**src/rtl/led_seq_pkg.sv**
```systemverilog
// -----------------------------------------------------------------------------
// led_seq_pkg
// Shared definitions for the LED sequencer:
//   - LED_W      : width of the one-hot position / LED bus
//   - DIR_RIGHT  : command direction, rotate toward bit 0 (bit 0 wraps to MSB)
//   - DIR_LEFT   : command direction, rotate toward MSB (MSB wraps to bit 0)
//   - state_t    : sequencer FSM state encoding
//   - rotate_pos : one-step rotation of a one-hot position
// -----------------------------------------------------------------------------
package led_seq_pkg;

    localparam int LED_W = 4;

    localparam logic DIR_RIGHT = 1'b0;
    localparam logic DIR_LEFT  = 1'b1;

    typedef enum logic {
        ST_IDLE  = 1'b0,
        ST_DWELL = 1'b1
    } state_t;

    // Rotation preserves the population count, so a one-hot input always
    // yields a one-hot output.
    function automatic logic [LED_W-1:0] rotate_pos(
        input logic [LED_W-1:0] p,
        input logic             dir
    );
        if (dir == DIR_LEFT) begin
            rotate_pos = {p[LED_W-2:0], p[LED_W-1]};
        end else begin
            rotate_pos = {p[0], p[LED_W-1:1]};
        end
    endfunction

endpackage : led_seq_pkg

```
**src/rtl/cmd_fifo.sv**
```systemverilog
// -----------------------------------------------------------------------------
// cmd_fifo
// Synchronous 1-bit wide FIFO holding queued step directions.
//
// Parameters:
//   DEPTH   : number of entries, power of two, at least 2
// Ports:
//   clk     : clock, all state updates on the rising edge
//   rst     : asynchronous active-high reset, empties the FIFO
//   wr_en   : push request (ignored while full)
//   wr_data : direction bit to push
//   rd_en   : pop request (ignored while empty)
//   rd_data : head entry, valid whenever empty is low
//   full    : all DEPTH entries occupied
//   empty   : no entries occupied
// -----------------------------------------------------------------------------
module cmd_fifo #(
    parameter int DEPTH = 4
) (
    input  logic clk,
    input  logic rst,
    input  logic wr_en,
    input  logic wr_data,
    input  logic rd_en,
    output logic rd_data,
    output logic full,
    output logic empty
);

    localparam int AW = (DEPTH > 1) ? $clog2(DEPTH) : 1;
    localparam logic [AW:0] FULL_CNT = (AW+1)'(DEPTH);

    logic [AW-1:0]    r_wr_ptr;
    logic [AW-1:0]    r_rd_ptr;
    logic [AW:0]      r_count;
    logic [DEPTH-1:0] r_mem;

    logic w_push;
    logic w_pop;

    assign full    = (r_count == FULL_CNT);
    assign empty   = (r_count == '0);
    assign w_push  = wr_en && !full;
    assign w_pop   = rd_en && !empty;

    // The head is read combinationally: the sequencer consumes an entry on
    // the same edge it pops it, so a registered read would add a cycle of
    // latency between acceptance and the position update.
    assign rd_data = r_mem[r_rd_ptr];

    // Storage carries no reset; occupancy alone decides what is valid.
    always_ff @(posedge clk) begin
        if (w_push) begin
            r_mem[r_wr_ptr] <= wr_data;
        end
    end

    // Pointers are exactly log2(DEPTH) bits, so they wrap modulo DEPTH by
    // natural overflow.
    always_ff @(posedge clk or posedge rst) begin
        if (rst) begin
            r_wr_ptr <= '0;
            r_rd_ptr <= '0;
            r_count  <= '0;
        end else begin
            if (w_push) begin
                r_wr_ptr <= r_wr_ptr + 1'b1;
            end
            if (w_pop) begin
                r_rd_ptr <= r_rd_ptr + 1'b1;
            end
            // Push and pop together leave the occupancy unchanged.
            unique case ({w_push, w_pop})
                2'b10:   r_count <= r_count + 1'b1;
                2'b01:   r_count <= r_count - 1'b1;
                default: r_count <= r_count;
            endcase
        end
    end

endmodule : cmd_fifo

```
**src/rtl/led_sequencer.sv**
```systemverilog
// -----------------------------------------------------------------------------
// led_sequencer
// Steps a one-hot lit position left or right on queued commands, holding the
// position for at least DWELL cycles after each step, and drives the LEDs
// through a 4-bit PWM brightness gate.
//
// Parameters:
//   DWELL      : minimum cycles the position is held after a step (>= 1)
//   DEPTH      : command FIFO entries, power of two
// Ports:
//   clk        : clock, all state updates on the rising edge
//   rst        : asynchronous active-high reset
//   cmd_valid  : step command offered
//   cmd_dir    : step direction (DIR_RIGHT / DIR_LEFT)
//   cmd_ready  : command accepted when cmd_valid && cmd_ready at an edge
//   brightness : PWM duty level, 0 = dark, 15 = always on
//   led        : registered, PWM-gated one-hot position
//   busy       : commands queued or a dwell in progress
// -----------------------------------------------------------------------------
module led_sequencer
    import led_seq_pkg::*;
#(
    parameter logic [15:0] DWELL = 16'd50000,
    parameter int          DEPTH = 4
) (
    input  logic             clk,
    input  logic             rst,
    input  logic             cmd_valid,
    input  logic             cmd_dir,
    output logic             cmd_ready,
    input  logic [3:0]       brightness,
    output logic [LED_W-1:0] led,
    output logic             busy
);

    // Counter reload value; the extra IDLE cycle makes consecutive steps
    // DWELL+1 cycles apart.
    localparam logic [15:0] DWELL_LOAD = (DWELL == 16'd0) ? 16'd0 : DWELL - 16'd1;

    // FIFO interface
    logic w_fifo_full;
    logic w_fifo_empty;
    logic w_fifo_dout;
    logic w_push;
    logic w_pop;

    // FSM and datapath state
    state_t           r_state;
    state_t           w_state_next;
    logic [LED_W-1:0] r_pos;
    logic [LED_W-1:0] w_pos_next;
    logic [15:0]      r_dwell_cnt;
    logic [15:0]      w_dwell_next;

    // PWM
    logic [3:0]       r_pwm_cnt;
    logic             w_gate;
    logic [LED_W-1:0] r_led;

    // ------------------------------------------------------------------
    // Command queue
    // ------------------------------------------------------------------
    // Ready depends on occupancy only, so a full FIFO refuses a push even
    // in a cycle where the FSM is about to pop.
    assign cmd_ready = !w_fifo_full;
    assign w_push    = cmd_valid && !w_fifo_full;

    cmd_fifo #(
        .DEPTH   (DEPTH)
    ) u_cmd_fifo (
        .clk     (clk),
        .rst     (rst),
        .wr_en   (w_push),
        .wr_data (cmd_dir),
        .rd_en   (w_pop),
        .rd_data (w_fifo_dout),
        .full    (w_fifo_full),
        .empty   (w_fifo_empty)
    );

    // ------------------------------------------------------------------
    // Step FSM: state register
    // ------------------------------------------------------------------
    always_ff @(posedge clk or posedge rst) begin
        if (rst) begin
            r_state     <= ST_IDLE;
            r_pos       <= LED_W'(1);
            r_dwell_cnt <= '0;
        end else begin
            r_state     <= w_state_next;
            r_pos       <= w_pos_next;
            r_dwell_cnt <= w_dwell_next;
        end
    end

    // ------------------------------------------------------------------
    // Step FSM: next state, pop, position and dwell counter
    // ------------------------------------------------------------------
    always_comb begin
        w_state_next = r_state;
        w_pos_next   = r_pos;
        w_dwell_next = r_dwell_cnt;
        w_pop        = 1'b0;

        unique case (r_state)
            ST_IDLE: begin
                // Pop, rotate and start the dwell on one edge; only entries
                // already in the FIFO are eligible (no bypass from cmd_dir).
                if (!w_fifo_empty) begin
                    w_pop        = 1'b1;
                    w_pos_next   = rotate_pos(r_pos, w_fifo_dout);
                    w_dwell_next = DWELL_LOAD;
                    w_state_next = ST_DWELL;
                end
            end
            ST_DWELL: begin
                if (r_dwell_cnt == 16'd0) begin
                    w_state_next = ST_IDLE;
                end else begin
                    w_dwell_next = r_dwell_cnt - 16'd1;
                end
            end
        endcase
    end

    assign busy = !w_fifo_empty || (r_state != ST_IDLE);

    // ------------------------------------------------------------------
    // PWM brightness gate
    // ------------------------------------------------------------------
    // Free-running; a brightness change is seen at the next comparison
    // without restarting the period.
    always_ff @(posedge clk or posedge rst) begin
        if (rst) begin
            r_pwm_cnt <= '0;
        end else begin
            r_pwm_cnt <= r_pwm_cnt + 4'd1;
        end
    end

    // Level 15 is forced fully on; the compare alone would leave a one
    // cycle gap at count 15.
    assign w_gate = (r_pwm_cnt < brightness) || (brightness == 4'hF);

    always_ff @(posedge clk or posedge rst) begin
        if (rst) begin
            r_led <= '0;
        end else begin
            r_led <= r_pos & {LED_W{w_gate}};
        end
    end

    assign led = r_led;

endmodule : led_sequencer

```
**config.mk**
```make
export PLATFORM = sky130hd
export DESIGN_NAME = led_sequencer
export DESIGN_NICKNAME = d
export VERILOG_FILES = /design/src/rtl/led_seq_pkg.sv /design/src/rtl/cmd_fifo.sv /design/src/rtl/led_sequencer.sv
export SDC_FILE = /design/constraint.sdc
export NUM_CORES = 1
export LEC_CHECK = 0
export ABC_AREA = 1
export ABC_CLOCK_PERIOD_IN_PS = 5510
export BUFFER_PORTS_ARGS = -buffer_cell sky130_fd_sc_hd__buf_2
export CORE_MARGIN = 4
export CORE_UTILIZATION = 45
export DETAILED_ROUTE_END_ITERATION = 12
export SLEW_MARGIN = 20
export SYNTH_ARGS = -nofsm -noshare
export SYNTH_HDL_FRONTEND = slang
export SYNTH_SLANG_ARGS = --single-unit
```
**constraint.sdc**
```tcl
create_clock -name clk -period 5.51 [get_ports clk]
set_clock_uncertainty 0.15 [all_clocks]
set_input_delay 0.551 -clock clk [delete_from_list [all_inputs] [get_ports clk]]
set_output_delay 0.551 -clock clk [all_outputs]
set_load 0.02 [all_outputs]
```
==> results of run 1 <==
## layer usage
| layer | global-route usage [%] | vias to the layer above |
|---|---|---|
| met3 | 4.82 | 6 |
| met4 | 6.29 | 0 |
| met2 | 21.7 | 23 |
| met1 | 19.3 | 755 |
| met5 | 0 | - |
| li1 | - | 901 |
## registers in the layout, indices dropped and copies added (netlist names)
name	flops
r_dwell_cnt	16
led	4
r_pos	4
r_pwm_cnt	4
u_cmd_fifo.r_mem	4
u_cmd_fifo.r_count	3
u_cmd_fifo.r_rd_ptr	2
u_cmd_fifo.r_wr_ptr	2
r_state	1
## metrics by stage
step,power [mW],std cells,worst slack [ns],hold slack (ns),util (%)
2_1_floorplan,0.424,275,3.30,0.288,-
3_3_place_gp,0.445,351,2.85,0.315,49.3
3_5_place_dp,0.448,351,2.80,0.315,49.3
4_1_cts,0.687,359,2.78,0.211,51.6
5_1_grt,0.728,359,2.58,0.253,51.6
6_report,0.676,359,2.80,0.199,51.6
## cells by family after synthesis
group	after synthesis
compound gates	32
xor+xnor	7
fa+ha+maj	11
buf+inv	47
flops	40
simple gates	138
## worst register-to-register path, delay by kind of cell (launching register included)
kind / cells / cell delay [ns]
buffers and inverters: 1 / 0.07
AO/OA/AOI/OAI: 3 / 0.98
XOR/XNOR: 1 / 0.16
adder cells (fa/ha/maj): 2 / 0.63
flip-flops: 1 / 0.60
## final cells by class
cell class	count	area, um^2	area share [%]
clock buffer	6	72.6	2.96
multi-input combinational	188	1010	41.1
inverter	42	158	6.43
clock inverter	2	35.0	1.43
timing repair buffer	14	72.6	2.96
sequential	40	1020	41.7
tap	67	83.8	3.42
## final timing paths
check                                                     to  slack (ns)
setup / recovery           u_cmd_fifo.r_count[2]$_DFFE_PP0P_        2.80
setup reg to reg           u_cmd_fifo.r_count[2]$_DFFE_PP0P_        2.80
hold / removal                              led[0]$_DFF_PP0_        0.20
hold reg to reg                       r_pwm_cnt[0]$_DFF_PP0_        0.32
min in group clk                      r_pwm_cnt[0]$_DFF_PP0_        0.32
max in group asynchronous               r_pos[0]$_DFFE_PP1P_        4.68
## placed cells by master, fill, tap and decap left out, drive strengths merged
cell    synthesis  final
nor2           43     43
ha             10     10
or2             1      1
dfstp           1      1
fa              1      1
nor3            2      2
dfrtp          35     35
o21a            1      1
clkbuf          1      6
xnor2           2      2
edfxtp          4      4
bufinv          0      1
nand2          63     63
nand4           1      1
nand3          26     26
clkinv          0      1
nand3b          2      2
xor2            5      5
a31oi           1      1
buf             4     14
inv            42     42
a21oi           5      5
o21ai          21     21
o22ai           4      4
## power groups by stage
| stage | sequential [mW] | combinational (mW) | clock, mW |
|---|---|---|---|
| detailed placement | 0.343 | 0.105 | 0 |
| finish | 0.336 | 0.105 | 0.235 |
| global route | 0.340 | 0.127 | 0.261 |
| CTS | 0.337 | 0.107 | 0.243 |
| floorplan | 0.340 | 0.0840 | 0 |
| global placement | 0.342 | 0.104 | 0 |
==> out/results.tsv, run 1 <==
stage	metric	value	unit
clocking	Post-CTS Resized	0	
worst_setup_path	Critical-path top delay cell	a31oi_1	
power	Switching Fraction	26.6	%
yosys	Post-Synth Simple-Gate Area	27.2	%
floorplanning	initial cell density of the core	46.8	%
floorplanning	Row Count	25	
worst_setup_path	Crit path max-delay family	compound AO/OA/AOI/OAI gates	
power	P_leak	1.23	nW
place	IO Port Bufs	13	
power	peak supply drop	186	uV
global_route	largest net degree at the start of global routing	37	
power	Int Power	496	uW
worst_setup_path	beginning of the critical path	r_state$_DFF_PP0_	
timing	Final Hold Viols	0	
worst_setup_path	Setup crit end kind	flop	
yosys	asr flop ratio synth	90.0	%
yosys	main combinational cell family by area after synthesis	simple AND/OR/NAND/NOR gates	
worst_setup_path	worst reg2reg path depth	7	
global_route	GRT overflow	0	
yosys	Synth area leader	dfrtp_1	
floorplanning	Die X	78.4	um
yosys	Mapped Cells	275	
floorplanning	Core Area	0.00475	mm^2
floorplanning	Die Y	78.4	um
global_route	vias in the first global route	1552	
cells_and_area	final net count	310	
cells_and_area	Antenna Cells	0	
timing	fin. max-slew vios	0	
yosys	area share of the largest cell type after synthesis	39.3	%
clocking	post-CTS setup buffers	0	
power	Comb power frac	15.5	%
clocking	CTS sink cnt	40	
yosys	Mean Syn Cell Area	8.10	um^2
cells_and_area	ratio of cells with drive above 1 in the final layout	13.4	%
timing	Rel. slew slack	45.9	%
route	routed len/inst	10.9	um
timing	RSZ-0062 raised after global routing	no	
timing	count of final setup violators	0	
worst_hold_path	min-delay worst type	input port to asynchronous set/reset pin	
route	antenna-violating nets left	0	
worst_setup_path	crit-path max cell delay	0.71	ns
yosys	mux cell area share after synthesis	0	%
place	Final Wtd Congestion	0.819	
yosys	XOR/XNOR Fraction of Synth Area	2.75	%
global_route	initial antenna violation count	0	
timing	setup tns final	0	ns
timing	Slew @ Worst Pin	0.807	ns
route	Routed WL	3900	um
worst_setup_path	Bufs and invs on worst path	1	
global_route	first-pass GRT wire length	6880	um
floorplanning	Die Footprint	0.00614	mm^2
cells_and_area	area growth from synthesis to layout	10.1	%
power	P_sw	180	uW
worst_setup_path	critical path class	flop to flop	
route	post-route DRC violation count	0	
clocking	clk_lat worst skew	0.29	ns
place	placed cell areas	0.00234	mm^2
yosys	Synth Area in Compound Gates	8.76	%
yosys	most frequent cell after synthesis	nand2_1	
clocking	CTS tree	done	
clocking	CTS Buf Count	5	
route	Via-to-Cell Ratio	4.69	
yosys	Adder-Cell Fraction of Synth Area	6.52	%
job	Max Cap Viol	0	
worst_setup_path	worst path required time	5.53	ns
yosys	Yosys cell types	32	
timing	fin crit share	49.2	%
floorplanning	I/O pins	14	
route	vias	1685	
outcome	status	finished, final reports clean	
clocking	Max clock buf depth	2	
global_route	Tot GR Track Use	14.6	%
route	met2 WL	1680	um
place	HPWL Detailed	2760	um
worst_setup_path	Worst path depth	7	
route	Highest Signal Layer	met4	
route	met3 WL post-DR	147	um
cells_and_area	final instance area	0.00245	mm^2
yosys	top post-synthesis cells by area	dfrtp_1 (39%), nand2_1 (9.9%), inv_1 (6.9%)	
yosys	ys flop type	dfrtp_1	
timing	fmax	369	MHz
yosys	Syn Std Cell Area	0.00223	mm^2
worst_setup_path	WP data arrival	2.73	ns
yosys	sequential cell area fraction in the yosys report	45.9	%
worst_setup_path	cells along the critical path	a31oi_1 -> ha_1 -> inv_1 -> fa_1 -> a21oi_1 -> o21ai_0 -> xor2_1	
power	Clk pwr share	34.7	%
yosys	number of synthesized register bits	40	
yosys	Post-synth EDFFs	4	
route	DRT iter0 DRCs	131	
worst_setup_path	Worst Path Max Fanout	17	
worst_setup_path	type of origin of the critical path	flop	
clocking	Post-CTS Hold Fix Bufs	0	
route	total iterations of the first detailed-routing run	4	
yosys	Ys Warns	0	
worst_setup_path	reg2reg start	r_state$_DFF_PP0_	
cells_and_area	# fillers	475	
yosys	Syn Nets	294	
clocking	root buffer cell	clkbuf_8	
yosys	Synth top cells by count	nand2_1 (59), inv_1 (41), nor2_1 (41)	
route	WL met1	2000	um
clocking	Clock Pin Slew Worst Setup and Hold Paths	0.08	ns
power	PD cells	276	mW/mm^2
timing	crit path time final	2.71	ns
clocking	H-tree depth	2	
power	sequential share of power	49.8	%
Power figures use the tool's default switching activity.
==> inputs of run 2 (changes only) <==
ABC_CLOCK_PERIOD_IN_PS = 2700   (was 5510)
clock period = 2.7 ns   (was 5.51 ns; I/O delays follow)
==> out/results.tsv, run 2 (synthesis results as in run 1) <==
stage	metric	value	unit
worst_setup_path	WP data arrival	2.23	ns
worst_setup_path	Crit path max-delay family	adder cells	
power	peak supply drop	369	uV
outcome	status	finished, final reports clean	
global_route	largest net degree at the start of global routing	37	
power	Int Power	922	uW
cells_and_area	Final Util	51.6	%
timing	setup tns final	0	ns
floorplanning	initial cell density of the core	46.8	%
clocking	clk_lat worst skew	0.28	ns
place	HPWL Detailed	2860	um
worst_hold_path	min-delay worst type	input port to flop	
cells_and_area	Top reg by flops	r_dwell_cnt	
timing	fin crit share	82.0	%
worst_setup_path	most frequent CP cell	inv_1	
route	vias	1742	
cells_and_area	ratio of cells with drive above 1 in the final layout	13.9	%
cells_and_area	area growth from synthesis to layout	10.2	%
power	Clk pwr share	29.6	%
global_route	vias in the first global route	1682	
clocking	root buffer cell	clkbuf_8	
power	PD cells	528	mW/mm^2
timing	fin. max-slew vios	0	
timing	count of final setup violators	0	
route	routed len/inst	10.9	um
timing	Slew @ Worst Pin	0.449	ns
cells_and_area	commonest non-fill, non-tap cell in the layout	nand2_1	
power	P_sw	373	uW
cells_and_area	most frequent cells in the layout	nand2_1 (59), inv_1 (41), nor2_1 (41), dfrtp_1 (35), nand3_1 (24)	
route	DRT iter0 DRCs	100	
worst_setup_path	type of origin of the critical path	flop	
clocking	Max clock buf depth	2	
power	P_leak	1.23	nW
job	Max Cap Viol	0	
clocking	CTS sink cnt	40	
timing	fmax	451	MHz
place	IO Port Bufs	13	
worst_setup_path	critical path class	flop to flop	
route	total iterations of the first detailed-routing run	4	
floorplanning	Die Footprint	0.00614	mm^2
route	Routed WL	3940	um
route	Via-to-Cell Ratio	4.81	
global_route	GRT overflow	0	
floorplanning	Core Area	0.00475	mm^2
worst_setup_path	cells along the critical path	inv_1 -> nand3_1 -> nand2_1 -> ha_1 -> inv_1 -> fa_1 -> a21oi_1 -> o21ai_0 -> xor2_1	
floorplanning	Die Y	78.4	um
worst_setup_path	Setup crit end kind	flop	
global_route	Tot GR Track Use	15.5	%
timing	crit path time final	2.22	ns
worst_setup_path	crit-path max cell delay	0.40	ns
floorplanning	I/O pins	14	
clocking	CTS tree	done	
cells_and_area	Antenna Cells	0	
cells_and_area	final net count	313	
clocking	Clock Pin Slew Worst Setup and Hold Paths	0.08	ns
floorplanning	Die X	78.4	um
worst_setup_path	Bufs and invs on worst path	2	
worst_setup_path	Worst Path Max Fanout	8	
power	sequential share of power	53.1	%
timing	Rel. slew slack	70.0	%
cells_and_area	Largest register FFs	16	
clocking	CTS Buf Count	5	
global_route	initial antenna violation count	0	
worst_setup_path	Critical-path top delay cell	dfrtp_1	
power	Comb power frac	17.3	%
route	antenna-violating nets left	0	
clocking	Post-CTS Resized	0	
worst_setup_path	worst path required time	2.72	ns
timing	RSZ-0062 raised after global routing	no	
power	Switching Fraction	28.8	%
clocking	H-tree depth	2	
global_route	first-pass GRT wire length	7670	um
timing	Final Hold Viols	0	
route	post-route DRC violation count	0	
floorplanning	Row Count	25	
place	Final Wtd Congestion	0.790	
run 2: cell types whose count changed in the layout (fill, tap and decap cells not counted):
cell,delta
buf_4,+2
bufinv_16,-1
clkinvlp_4,+1
dlygate4sd3_1,+1
run 2: layout make-up:
| cell class | instances | area, um^2 |
|---|---|---|
| Fill cell | 482 | 2300 |
| Sequential cell | 40 | 1020 |
| Multi-Input combinational cell | 188 | 1010 |
| Inverter | 42 | 158 |
| Timing Repair Buffer | 17 | 97.6 |
| Tap cell | 67 | 83.8 |
| Clock buffer | 6 | 72.6 |
| Clock inverter | 2 | 12.5 |
run 2: metal layers:
layer	wire [um]	vias to the layer above	GRT usage (%)
met1	2030	808	20.6
met5	0	-	0
met2	1710	28	25.3
met3	157	4	3.56
met4	46	0	4.72
li1	-	902	-
run 2: repair_timing:
action                    CTS  global route
hold endpoints to repair   35             0
hold buffers                1             0
setup buffers               0             0
run 2: per-stage QoR:
| stage | instances | hold slack [ns] | area (um^2) | power [mW] | worst slack (ns) |
|---|---|---|---|---|---|
| global route | 362 | 0.0340 | 2450 | 1.38 | 0.215 |
| floorplan | 275 | 0.219 | 2230 | 0.866 | 0.494 |
| CTS | 362 | 0.0338 | 2450 | 1.32 | 0.473 |
| global placement | 353 | 0.253 | 2360 | 0.909 | 0.573 |
| detailed placement | 353 | 0.257 | 2360 | 0.926 | 0.501 |
| finish | 362 | 0.0450 | 2450 | 1.29 | 0.485 |
run 2: path summary, 6_finish.rpt:
path                       slack [ns]                                 to                               from  cells after the start
min reg2reg                      0.32             r_pwm_cnt[0]$_DFF_PP0_             r_pwm_cnt[0]$_DFF_PP0_                      1
min in group asynchronous        0.49                   led[0]$_DFF_PP0_                                rst                      4
max reg2reg                      0.48  u_cmd_fifo.r_count[2]$_DFFE_PP0P_  u_cmd_fifo.r_count[1]$_DFFE_PP0P_                      9
min                              0.04      u_cmd_fifo.r_mem[3]$_DFFE_PP_                            cmd_dir                      1
max                              0.48  u_cmd_fifo.r_count[2]$_DFFE_PP0P_  u_cmd_fifo.r_count[1]$_DFFE_PP0P_                      9
max in group asynchronous        1.58               r_pos[0]$_DFFE_PP1P_                                rst                      4
run 2: worst register-to-register path, delay by kind of cell, from the launching register on:
family / cells / cell delay [ns]
and+or+nand+nor: 2 / 0.36
buffers and inverters: 2 / 0.21
adders and majority gates: 2 / 0.58
AOI/OAI and AO/OA: 2 / 0.24
xor gates and xnor gates: 1 / 0.15
DFF: 1 / 0.40
run 2: power by group through the flow:
stage | clock network [mW] | registers (mW) | logic, mW
2_1_floorplan | 0 | 0.694 | 0.171
3_3_place_gp | 0 | 0.698 | 0.212
3_5_place_dp | 0 | 0.699 | 0.226
4_1_cts | 0.400 | 0.689 | 0.230
5_1_grt | 0.418 | 0.697 | 0.266
6_report | 0.383 | 0.688 | 0.224
==> inputs of run 3 (changes only) <==
ABC_AREA = 0   (was 1)
ABC_CLOCK_PERIOD_IN_PS = 2100   (was 2700)
clock period = 2.1 ns   (was 2.7 ns; I/O delays follow)
==> out/results.tsv, run 3 <==
stage	metric	value	unit
floorplanning	Die Y	75.2	um
yosys	number of synthesized register bits	40	
timing	fmax	482	MHz
timing	crit path time final	2.08	ns
clocking	CTS tree	done	
cells_and_area	area growth from synthesis to layout	20.8	%
yosys	Syn Std Cell Area	0.00203	mm^2
power	Int Power	1.31	mW
yosys	Mean Syn Cell Area	10.6	um^2
timing	setup tns final	0	ns
cells_and_area	commonest non-fill, non-tap cell in the layout	dfrtp_1	
cells_and_area	most frequent cells in the layout	dfrtp_1 (35), nand2_1 (20), buf_4 (17), buf_2 (13)	
yosys	XOR/XNOR Fraction of Synth Area	3.45	%
power	Comb power frac	16.6	%
timing	fin crit share	98.9	%
yosys	Post-synth EDFFs	4	
yosys	ys flop type	dfrtp_1	
yosys	main combinational cell family by area after synthesis	simple AND/OR/NAND/NOR gates	
timing	Slew @ Worst Pin	0.640	ns
place	Final Wtd Congestion	0.844	
global_route	Tot GR Track Use	16.3	%
timing	count of final setup violators	0	
route	Via-to-Cell Ratio	5.53	
power	PD cells	731	mW/mm^2
worst_setup_path	Setup crit end kind	flop	
worst_setup_path	crit-path max cell delay	0.54	ns
worst_hold_path	min-delay worst type	input port to flop	
timing	RSZ-0062 raised after global routing	yes	
floorplanning	I/O pins	14	
cells_and_area	ratio of cells with drive above 1 in the final layout	23.7	%
timing	Final Hold Viols	0	
cells_and_area	Antenna Cells	0	
global_route	GRT overflow	0	
global_route	first-pass GRT wire length	6950	um
floorplanning	Row Count	24	
route	Routed WL	3870	um
route	DRT iter0 DRCs	84	
power	Switching Fraction	27.2	%
clocking	Clock Pin Slew Worst Setup and Hold Paths	0.08	ns
timing	fin. max-slew vios	0	
power	P_sw	488	uW
route	post-route DRC violation count	0	
yosys	area share of the largest cell type after synthesis	43.1	%
power	post-route total power	1.79	mW
floorplanning	Core Area	0.00435	mm^2
yosys	sequential cell area fraction in the yosys report	50.3	%
clocking	CTS sink cnt	40	
power	Clk pwr share	33.4	%
floorplanning	Die X	75.2	um
cells_and_area	final net count	246	
worst_setup_path	critical path class	flop to flop	
route	vias	1547	
route	total iterations of the first detailed-routing run	4	
floorplanning	initial cell density of the core	46.6	%
worst_setup_path	Worst Path Max Fanout	3	
yosys	Ys Warns	0	
job	Max Cap Viol	0	
yosys	mux cell area share after synthesis	7.09	%
power	sequential share of power	50.1	%
outcome	status	finished, final reports clean	
route	routed len/inst	13.8	um
global_route	initial antenna violation count	0	
route	antenna-violating nets left	0	
yosys	Mapped Cells	191	
worst_setup_path	type of origin of the critical path	flop	
yosys	Synth area leader	dfrtp_1	
clocking	CTS Buf Count	5	
yosys	top post-synthesis cells by area	dfrtp_1 (43%), ha_1 (6.2%), edfxtp_1 (5.9%)	
global_route	largest net degree at the start of global routing	22	
cells_and_area	Largest register FFs	16	
clocking	Max clock buf depth	2	
global_route	vias in the first global route	1567	
timing	Rel. slew slack	57.3	%
worst_setup_path	cells along the critical path	or4_4 -> or3_4 -> o31a_1 -> or3_1	
yosys	Synth Area in Compound Gates	8.19	%
yosys	Yosys cell types	43	
floorplanning	Die Footprint	0.00565	mm^2
clocking	post-CTS setup buffers	0	
yosys	Adder-Cell Fraction of Synth Area	7.15	%
yosys	Post-Synth Simple-Gate Area	20.2	%
yosys	Syn Nets	210	
worst_setup_path	WP data arrival	2.11	ns
place	HPWL Detailed	2990	um
cells_and_area	Top reg by flops	r_dwell_cnt	
yosys	Synth top cells by count	dfrtp_1 (35), nand2_1 (21), inv_1 (13)	
worst_setup_path	Critical-path top delay cell	or4_4	
power	P_leak	1.15	nW
yosys	most frequent cell after synthesis	dfrtp_1	
clocking	root buffer cell	clkbuf_8	
cells_and_area	Final Util	56.3	%
clocking	H-tree depth	2	
yosys	asr flop ratio synth	90.0	%
power	peak supply drop	565	uV
place	IO Port Bufs	13	
worst_setup_path	worst path required time	2.13	ns
clocking	clk_lat worst skew	0.29	ns
## run 3: cell count changes after synthesis, sizes merged, moves of 5 or more
cell | before | now
nand2 | 63 | 21
nor2 | 43 | 6
inv | 42 | 13
nand3 | 26 | 9
o21ai | 21 | 9
mux2i | 0 | 11
or3 | 0 | 6
nor4 | 0 | 5
## run 3: cell families after synthesis
kind of cell / after synthesis
buf+inv: 17
compound gates: 28
fa+ha+maj: 11
mux: 13
xor+xnor: 8
flops: 40
simple gates: 74
## run 3: worst paths after layout
check,start,endpoint,slack (ns),cells after the start
setup / recovery,r_dwell_cnt[4]$_DFFE_PP0P_,r_dwell_cnt[14]$_DFFE_PP0P_,0.02,4
hold / removal,cmd_valid,u_cmd_fifo.r_mem[0]$_DFFE_PP_,0.17,2
setup reg to reg,r_dwell_cnt[4]$_DFFE_PP0P_,r_dwell_cnt[14]$_DFFE_PP0P_,0.02,4
hold reg to reg,r_pwm_cnt[0]$_DFF_PP0_,r_pwm_cnt[0]$_DFF_PP0_,0.33,1
max in group asynchronous,rst,r_dwell_cnt[4]$_DFFE_PP0P_,0.88,4
min in group asynchronous,rst,r_pos[2]$_DFFE_PP0P_,0.38,3
## run 3: layer usage
metal | part of all wire [%] | up-vias | wire length [um] | GRT usage [%]
met1 | 44 | 759 | 1710 | 18.6
met2 | 50 | 30 | 1950 | 28.8
met3 | 4.1 | 5 | 159 | 4.94
li1 | - | 753 | - | -
met4 | 1.2 | 0 | 47 | 5.63
met5 | 0 | - | 0 | 0
## run 3: cell type report
| type | instances | area [um^2] |
|---|---|---|
| clock buffers | 6 | 93.8 |
| clock inverters | 2 | 16.3 |
| fillers | 382 | 1900 |
| inverters | 13 | 51.3 |
| multi-input cells | 134 | 971 |
| flip-flops and latches | 40 | 1020 |
| well taps | 52 | 65.1 |
| repair buffers | 33 | 233 |
## run 3: power groups by stage
| stage | clock network (mW) | registers (mW) | logic, mW |
|---|---|---|---|
| 5_1_grt | 0.655 | 0.909 | 0.349 |
| 3_5_place_dp | 0 | 0.914 | 0.299 |
| 4_1_cts | 0.616 | 0.898 | 0.302 |
| 3_3_place_gp | 0 | 0.910 | 0.280 |
| 2_1_floorplan | 0 | 0.904 | 0.216 |
| 6_report | 0.599 | 0.898 | 0.297 |
## run 3: critical path, delay by kind of cell, from the launching register on
| kind | cells | cell delay (ns) |
|---|---|---|
| DFF | 1 | 0.39 |
| AOI/OAI and AO/OA | 1 | 0.24 |
| and+or+nand+nor | 3 | 1.19 |
## run 3: through the flow
step	setup slack (ns)	instances	hold WS, ns	area (um^2)
3_5_place_dp	-0.0110	270	0.180	2300
5_1_grt	-0.0262	280	0.174	2450
3_3_place_gp	0.0202	270	0.168	2300
4_1_cts	0.0182	280	0.148	2430
6_report	0.0235	280	0.173	2450
2_1_floorplan	-0.0641	191	0.159	2070
## run 3: what timing repair did
item	4_1_cts	5_1_grt
resized for setup	0	3
setup endpoints to repair	1	4
endpoints found under the hold margin	18	0
pin swaps	1	0
hold buffers	2	0
